**src/rtl/mem_bus_pkg.sv**
```systemverilog
// Shared types and constants for the two-master memory arbiter.
package mem_bus_pkg;

    typedef struct packed {
        logic [31:0] addr;
        logic [31:0] wdata;
        logic [3:0]  wstrb;
    } mem_req_t;

    typedef enum logic [0:0] {StIdle, StBusy} arb_state_t;

    localparam logic [31:0] ERR_DATA_DEFAULT = 32'hDEAD_BEEF;

    function automatic logic [1:0] onehot2(input logic idx);
        return idx ? 2'b10 : 2'b01;
    endfunction

endpackage

```
**src/rtl/mem_arbiter2_rr_pick2.sv**
```systemverilog
// Two-way round-robin chooser: on contention the requester other than `last` wins.
module rr_pick2 (
    input  logic [1:0] req,
    input  logic       last,
    output logic       pick,
    output logic       pick_valid
);

    always_comb begin
        pick_valid = |req;
        pick       = (req == 2'b11) ? ~last : req[1];
    end

endmodule

```
**src/rtl/mem_arbiter2.sv**
```systemverilog
// Round-robin arbiter sharing one memory port between two masters, with a
// watchdog that completes transactions the memory never acknowledges.
module mem_arbiter2
    import mem_bus_pkg::*;
#(
    parameter int unsigned TIMEOUT  = 255,
    parameter logic [31:0] ERR_DATA = ERR_DATA_DEFAULT
) (
    input  logic        clk,
    input  logic        reset,
    input  logic        m0_valid,
    input  logic [31:0] m0_addr,
    input  logic [31:0] m0_wdata,
    input  logic [3:0]  m0_wstrb,
    output logic        m0_ready,
    output logic [31:0] m0_rdata,
    input  logic        m1_valid,
    input  logic [31:0] m1_addr,
    input  logic [31:0] m1_wdata,
    input  logic [3:0]  m1_wstrb,
    output logic        m1_ready,
    output logic [31:0] m1_rdata,
    output logic        mem_valid,
    output logic [31:0] mem_addr,
    output logic [31:0] mem_wdata,
    output logic [3:0]  mem_wstrb,
    input  logic        mem_ready,
    input  logic [31:0] mem_rdata,
    output logic [1:0]  grant,
    output logic        timeout_err
);

    localparam int unsigned WdogW = (TIMEOUT > 1) ? $clog2(TIMEOUT + 1) : 1;
    localparam logic [WdogW-1:0] WdogMax = TIMEOUT[WdogW-1:0];

    arb_state_t       state_q, state_d;
    logic             owner_q, owner_d;
    logic             last_q, last_d;
    logic [WdogW-1:0] wdog_q, wdog_d;
    logic             err_q, err_d;

    mem_req_t m0_req, m1_req, owner_req;
    logic     owner_valid, busy, wdog_hit, timeout_now, owner_rdy;
    logic     pick, pick_valid;

    assign m0_req = '{addr: m0_addr, wdata: m0_wdata, wstrb: m0_wstrb};
    assign m1_req = '{addr: m1_addr, wdata: m1_wdata, wstrb: m1_wstrb};

    rr_pick2 u_pick (
        .req        ({m1_valid, m0_valid}),
        .last       (last_q),
        .pick       (pick),
        .pick_valid (pick_valid)
    );

    always_comb begin
        owner_req   = owner_q ? m1_req : m0_req;
        owner_valid = owner_q ? m1_valid : m0_valid;
        busy        = (state_q == StBusy);
        wdog_hit    = (TIMEOUT != 0) && (wdog_q == WdogMax);
        // A coincident mem_ready is a normal completion, never a timeout.
        timeout_now = busy && owner_valid && !mem_ready && wdog_hit;
        // Readies are suppressed while reset is held so an aborted transfer never completes.
        owner_rdy   = !reset && (mem_ready || timeout_now);
    end

    always_comb begin
        mem_valid = 1'b0;
        mem_addr  = '0;
        mem_wdata = '0;
        mem_wstrb = '0;
        grant     = 2'b00;
        m0_ready  = 1'b0;
        m1_ready  = 1'b0;
        m0_rdata  = mem_rdata;
        m1_rdata  = mem_rdata;
        if (busy) begin
            grant     = onehot2(owner_q);
            mem_valid = owner_valid && !timeout_now;
            mem_addr  = owner_req.addr;
            mem_wdata = owner_req.wdata;
            mem_wstrb = owner_req.wstrb;
            if (owner_q) begin
                m1_ready = owner_rdy;
                if (timeout_now) m1_rdata = ERR_DATA;
            end else begin
                m0_ready = owner_rdy;
                if (timeout_now) m0_rdata = ERR_DATA;
            end
        end
    end

    always_comb begin
        state_d = state_q;
        owner_d = owner_q;
        last_d  = last_q;
        wdog_d  = wdog_q;
        err_d   = err_q;
        unique case (state_q)
            StIdle: begin
                if (pick_valid) begin
                    state_d = StBusy;
                    owner_d = pick;
                    wdog_d  = '0;
                end
            end
            StBusy: begin
                if (mem_ready) begin
                    state_d = StIdle;
                    last_d  = owner_q;
                end else if (!owner_valid) begin
                    state_d = StIdle;
                end else if (wdog_hit) begin
                    state_d = StIdle;
                    last_d  = owner_q;
                    err_d   = 1'b1;
                end else begin
                    wdog_d = wdog_q + WdogW'(1);
                end
            end
            default: state_d = StIdle;
        endcase
    end

    always_ff @(posedge clk) begin
        if (reset) begin
            state_q <= StIdle;
            owner_q <= 1'b0;
            last_q  <= 1'b1;
            wdog_q  <= '0;
            err_q   <= 1'b0;
        end else begin
            state_q <= state_d;
            owner_q <= owner_d;
            last_q  <= last_d;
            wdog_q  <= wdog_d;
            err_q   <= err_d;
        end
    end

    assign timeout_err = err_q;

endmodule
```
**config.mk**
```make
export PLATFORM = sky130hd
export DESIGN_NAME = mem_arbiter2
export DESIGN_NICKNAME = d
export VERILOG_FILES = /design/src/rtl/mem_bus_pkg.sv /design/src/rtl/mem_arbiter2_rr_pick2.sv /design/src/rtl/mem_arbiter2.sv
export SDC_FILE = /design/constraint.sdc
export NUM_CORES = 1
export LEC_CHECK = 0
export ABC_AREA = 0
export BUFFER_PORTS_ARGS = -buffer_cell sky130_fd_sc_hd__buf_2
export CORE_AREA = 2 2 120 122
export CTS_CLUSTER_DIAMETER = 80
export DETAILED_ROUTE_END_ITERATION = 8
export DIE_AREA = 0 0 122 124
export PLACE_DENSITY = 0.44
export RECOVER_POWER = 100
export SLEW_MARGIN = 10
export SYNTH_ARGS = -nofsm -noshare
export SYNTH_HDL_FRONTEND = slang
export SYNTH_SLANG_ARGS = --single-unit
```
**constraint.sdc**
```tcl
create_clock -name clk -period 1.76 [get_ports clk]
set_input_delay 0.088 -clock clk [delete_from_list [all_inputs] [get_ports clk]]
set_output_delay 0.088 -clock clk [all_outputs]
set_load 0.1 [all_outputs]
```
# --- Yosys cells after proc, flatten, opt, wreduce, memory -nomap -nowiden ---
# Index checks and enable logic that the tools add are counted.
totals:
  register_bits: 12
  latchBits: 0
  ram_bits: 0
  mem_bits_ro: 0
  input_bits: 173
  out_inout_bits: 138
  wordCells: 62
  n_memories: 0
classes:
  addsub: 1
  n_mul: 0
  div_mod_pow: 0
  order_cmp: 0
  n_eq_ne: 6
  shifts: 0
  n_mux: 31
  bitwise_logic: 3
  reduce_logical: 16
ops:
  columns: ["operator", "count"]
  rows:
  - ["2-to-1 mux 32 bit", 7]
  - ["2-to-1 mux 68 bit", 1]
  - ["2-to-1 mux 8 bit", 4]
  - ["case mux 8 bit (2 select lines)", 1]
  - ["2-to-1 mux 1 bit", 14]
  - ["adder 8 x 1 -> 8 bit, second input constant", 1]
  - ["== test 8 bit, second input constant", 1]
  - ["AND reduction 4 bit", 2]
  - ["!= test 2 bit, second input constant", 3]
  - ["logical AND 1 bit", 5]
  - ["2-to-1 mux 2 bit", 2]
  - ["2-to-1 mux 4 bit", 1]
  - ["nonzero test 2 bit", 2]
  - ["zero test 1 bit", 3]
  - ["inverter 1 bit", 3]
  - ["AND reduction 3 bit", 1]
  - ["== test 2 bit, second input constant", 1]
  - ["!= test 2 x 1 -> 1 bit, second input constant", 1]
  - ["case mux 1 bit (2 select lines)", 1]
  - ["AND reduction 2 bit", 1]
  - ["OR reduction 2 bit", 1]
  - ["logical OR 1 bit", 1]

# --- Longest topological paths before layout ---
depth:
  word_depth: 8
  mapped_depth: 6
  mapped_depth_nobuf: 5

# --- Modules after synthesis ---
# A second synthesis with hierarchy kept.
unflattened:
  cells_unflattened: 311
  area_unflattened_um2: 2299.7
modules_own_cells:
  columns: ["mod", "instances", "cells_per_inst", "area_per_inst_um2", "seq_area_each_um2"]
  rows:
  - ["mem_arbiter2", 1, 309, 2285.9, 240.2]
  - ["rr_pick2", 1, 2, 13.8, 0.0]

# --- Least setup slack after synthesis ---
# Ideal clock, no wire load.
synth_timing:
  path_type: "register to output"
  startpoint: "register wdog_q[0]"
  endpoint: "output mem_valid"
  arrival_time_ps: 2555
  required_ps: 1672
  setup_slack_ps: -883
  stages_incl_launch_ff: 6
  n_path_buf: 1
  cell_sequence: "dfxtp_1 -> ha_1 -> and3_1 -> and2_1 -> buf_1 -> a21oi_1"
synth_between:
  elab_chain_len: 5
synth_rtl:
  columns: ["element", "line", "rtl"]
  rows:
  - ["start: declaration", "mem_arbiter2.sv:39", "logic [WdogW-1:0] wdog_q, wdog_d;"]
  - ["start signal: assignment", "mem_arbiter2.sv:136", "wdog_q <= wdog_d;"]
  - ["== test 8 bit", "mem_arbiter2.sv:60", "wdog_hit = (TIMEOUT != 0) && (wdog_q == WdogMax);"]
  - ["logical AND 1 bit", "mem_arbiter2.sv:62", "timeout_now = busy && owner_valid && !mem_ready && wdog_hit;"]
  - ["zero test 1 bit", "mem_arbiter2.sv:79", "mem_valid = owner_valid && !timeout_now;"]
  - ["logical AND 1 bit", "mem_arbiter2.sv:79", null]
  - ["2-to-1 mux 1 bit", "mem_arbiter2.sv:77", "if (busy) begin"]
  - ["end: declaration", "mem_arbiter2.sv:23", "output logic mem_valid,"]
# Every way passes these cells.

# --- Worst setup path after layout ---
layout_timing:
  startpoint: "register owner_q"
  endpoint: "output m0_rdata[19]"
layout_between:
  elab_chain_len: 7
layout_rtl:
  columns: ["element", "line", "rtl"]
  rows:
  - ["start: declaration", "mem_arbiter2.sv:37", "logic owner_q, owner_d;"]
  - ["start signal: assignment", "mem_arbiter2.sv:134", "owner_q <= owner_d;"]
  - ["2-to-1 mux 1 bit", "mem_arbiter2.sv:58", "owner_valid = owner_q ? m1_valid : m0_valid;"]
  - ["logical AND 1 bit (3 in series)", "mem_arbiter2.sv:62", null]
  - ["2-to-1 mux 32 bit", "mem_arbiter2.sv:88", "if (timeout_now) m0_rdata = ERR_DATA;"]
  - ["2-to-1 mux 32 bit (*)", "mem_arbiter2.sv:83", "if (owner_q) begin"]
  - ["2-to-1 mux 32 bit (*)", "mem_arbiter2.sv:77", null]
  - ["end: declaration", "mem_arbiter2.sv:16", "output logic [31:0] m0_rdata,"]
# Mark *: on every way between the ends. The rest lies on a longest branch, timed or not.

==> flow_summary.toml <==
[run_status]
status = "finished with violations"
violations = "negative setup slack"

[placed_design]
pre_cts_slack_ns = -0.0489
port_buffers = 310
gp_congestion = 0.827
dp.cells = 793
hpwlAfterDp_um = 10900

[final_layout]
diodes = 0
final_nets = 802
layout-drive-gt1-share = 0.853
stdcell_count = 807
area_delta_synth_final_pct = 231
n_fill_cell = 1175

[clocking]
cts_buffers = 3
root_buffer = "clkbuf_16"
cts_tree = "built"
insertion_delay_ns = 0.24
numClockSinks = 12
clockBufferDepth = 2
htree_levels = 1
cts.clk_slew.worst_paths_ns = 0.04

[route]
vias_per_cell = 4.25
drt_iter0_drc = 104
ant_nets = 0
first_pass_iters = 4
route.detailed.drc = 0
vias = 3432
post_drt_wl_per_cell_um = 16.3
totalWireLength_um = 13200

[synth]
syn_area_per_cell_um2 = 7.45
synth.net_count = 481
syn_inst = 307
synthArstFlopShare = 0
synth_top_area_frac = 0.302
synth-edff-count = 0
synth.area.top_cells = "mux2i_1 (30%), nor2b_1 (21%), dfxtp_1 (11%)"
synth-main-ff-cell = "dfxtp_1"
yosysWarnings = 0
ys_types = 30
syn-cell-area_um2 = 2290
synth_seq_cells = 12
synth_area_leader_cell = "mux2i_1"
yosysSeqAreaShare = 0.105

[sta]
fin_ws_ns = -0.139
fin_skew_ns = 0.00411
grt_setup_unrepaired = "true"
post-route-min-period_ns = 1.90
max_freq_ghz = 0.527
hold_ws_ns = 0.149
slew_viol_final = 0
tightest_slew_ns = 0.726
hold_violations = 0
setup_viol = 78
max_slew_margin = 0.515
finalCritPeriodShare = 1.08

[critical_path]
critPathKind = "reg2out"
arrival_ns = 1.81
worstPathRequired_ns = 1.67
start_kind = "flop"
end_kind = "output pin"
crit_chain = "mux2_4, nand3b_1, nor3_4, buf_6, buf_16, or2_4, buf_12"
crit_fanout = 8
max_stage_delay_ns = 0.36
cp_slowest_cell = "dfxtp_4"

[global_routing]
grt_max_degree = 73
grt_overflow = 0
grt_pass1_wl_um = 18700
antenna_found_initial = 0
grt_pass1_vias = 3516
track_usage = 0.158

[floorplan]
die_y_um = 124
start_util = 0.167
core_um2 = 13700
pin_count = 311
die_x_um = 122
row_count = 43
die_area_um2 = 15100

[pwr]
irDropWorstVdd_uv = 242
p_per_area_nw_per_um2 = 534
p_leak_uw = 0.00341

[worst_hold_path]
hp-class = "in2reg"

[run]
maxCapViolCount = 0
[where the power goes]
group / switching, uW / leakage (uW) / internal, uW / total (uW)
Combinational: 2010 / 0.00327 / 1320 / 3330
Sequential: 8.11 / 0.0000992 / 280 / 288
Clock: 117 / 0.0000382 / 305 / 422
[through the flow]
step	utilization	total power (uW)	area [um2]	TNS (ns)
5_1_grt	0.551	4160	7560	-11.62
6_report	0.551	4040	7560	-5.69
4_1_cts	0.534	3990	7320	-10.27
3_5_place_dp	0.503	3510	6900	-0.280
2_1_floorplan	-	2290	2940	-13.52
3_3_place_gp	0.503	3480	6900	-0.0648
[flip-flops by register name (all words and copies together), names as in the netlist]
signal / cells
wdog_q: 8
busy: 1
last_q: 1
owner_q: 1
timeout_err: 1
[path summary, 6_finish.rpt]
check                    from            to  slack (ns)  cells past startpoint
setup / recovery      owner_q  m0_rdata[19]       -0.14                      7
hold / removal       m1_valid       owner_q        0.15                      3
setup reg to reg    wdog_q[0]     wdog_q[5]        0.05                      6
hold reg to reg   timeout_err   timeout_err        0.50                      2
[placed cells by master, fill, tap and decap left out, types with 2 or more instances in the layout]
cell,n
buf_6,4
mux2i_4,4
nand2b_1,2
clkbuf_16,5
a31oi_1,5
or4_1,2
buf_16,5
nand3b_1,3
buf_4,19
and3b_2,2
o211ai_1,8
nor2_1,3
nand2b_4,24
dfxtp_1,8
or3_1,3
mux2i_2,32
buf_2,172
nor2b_4,67
nor2b_2,10
buf_12,140
or2_4,24
mux2i_1,33
a21oi_1,6
nand3_1,7
dfxtp_2,3
and2_4,10
nand2_1,5
[Yosys cell counts, drive strengths merged, types with 2 or more instances]
| master | n |
|---|---|
| o211ai | 8 |
| and3b | 2 |
| nor2 | 3 |
| clkbuf | 13 |
| or2 | 25 |
| nand2b | 26 |
| o21ai | 2 |
| dfxtp | 12 |
| and2 | 11 |
| or4 | 3 |
| or3 | 3 |
| nand2 | 6 |
| buf | 14 |
| nand3b | 3 |
| mux2i | 69 |
| a21oi | 7 |
| a31oi | 5 |
| nand3 | 8 |
| nor2b | 77 |
[per-layer routing]
layer,share of wire,up-vias,track usage
met5,0,-,0
met1,0.33,1565,0.165
li1,-,1686,-
met3,0.057,22,0.0247
met2,0.58,159,0.318
met4,0.033,0,0.0510
[critical path: cells and delay by family (launching register included)]
family	cells	cell delay, ns
muxes	1	0.31
and+or+nand+nor	3	0.45
DFF	1	0.36
buffers and inverters	3	0.45
[kinds of logic after synthesis]
logic type,Yosys count,share of synthesized area
and+or+nand+nor,172,0.464
adders and majority gates,1,0.00547
muxes,70,0.307
AOI/OAI and AO/OA,24,0.0662
buffers and inverters,28,0.0525
DFF,12,0.105
[final cells by class]
class | instances | area (um2) | area share
flip-flops and latches | 12 | 248 | 0.0327
inverters | 1 | 3.75 | 0.000496
well taps | 180 | 225 | 0.0298
repair buffers | 343 | 4040 | 0.535
multi-input cells | 267 | 2970 | 0.392
clock buffers | 4 | 78.8 | 0.0104
[timing repair]
action / 4_1_cts / 5_1_grt
buffers inserted: 4 / 2
resized for setup: 59 / 41
setup endpoints to repair: 101 / 118
gates cloned: 4 / 2
hold buffers: 0 / 0
pin swaps: 5 / 11
Power figures use the tool's default switching activity.
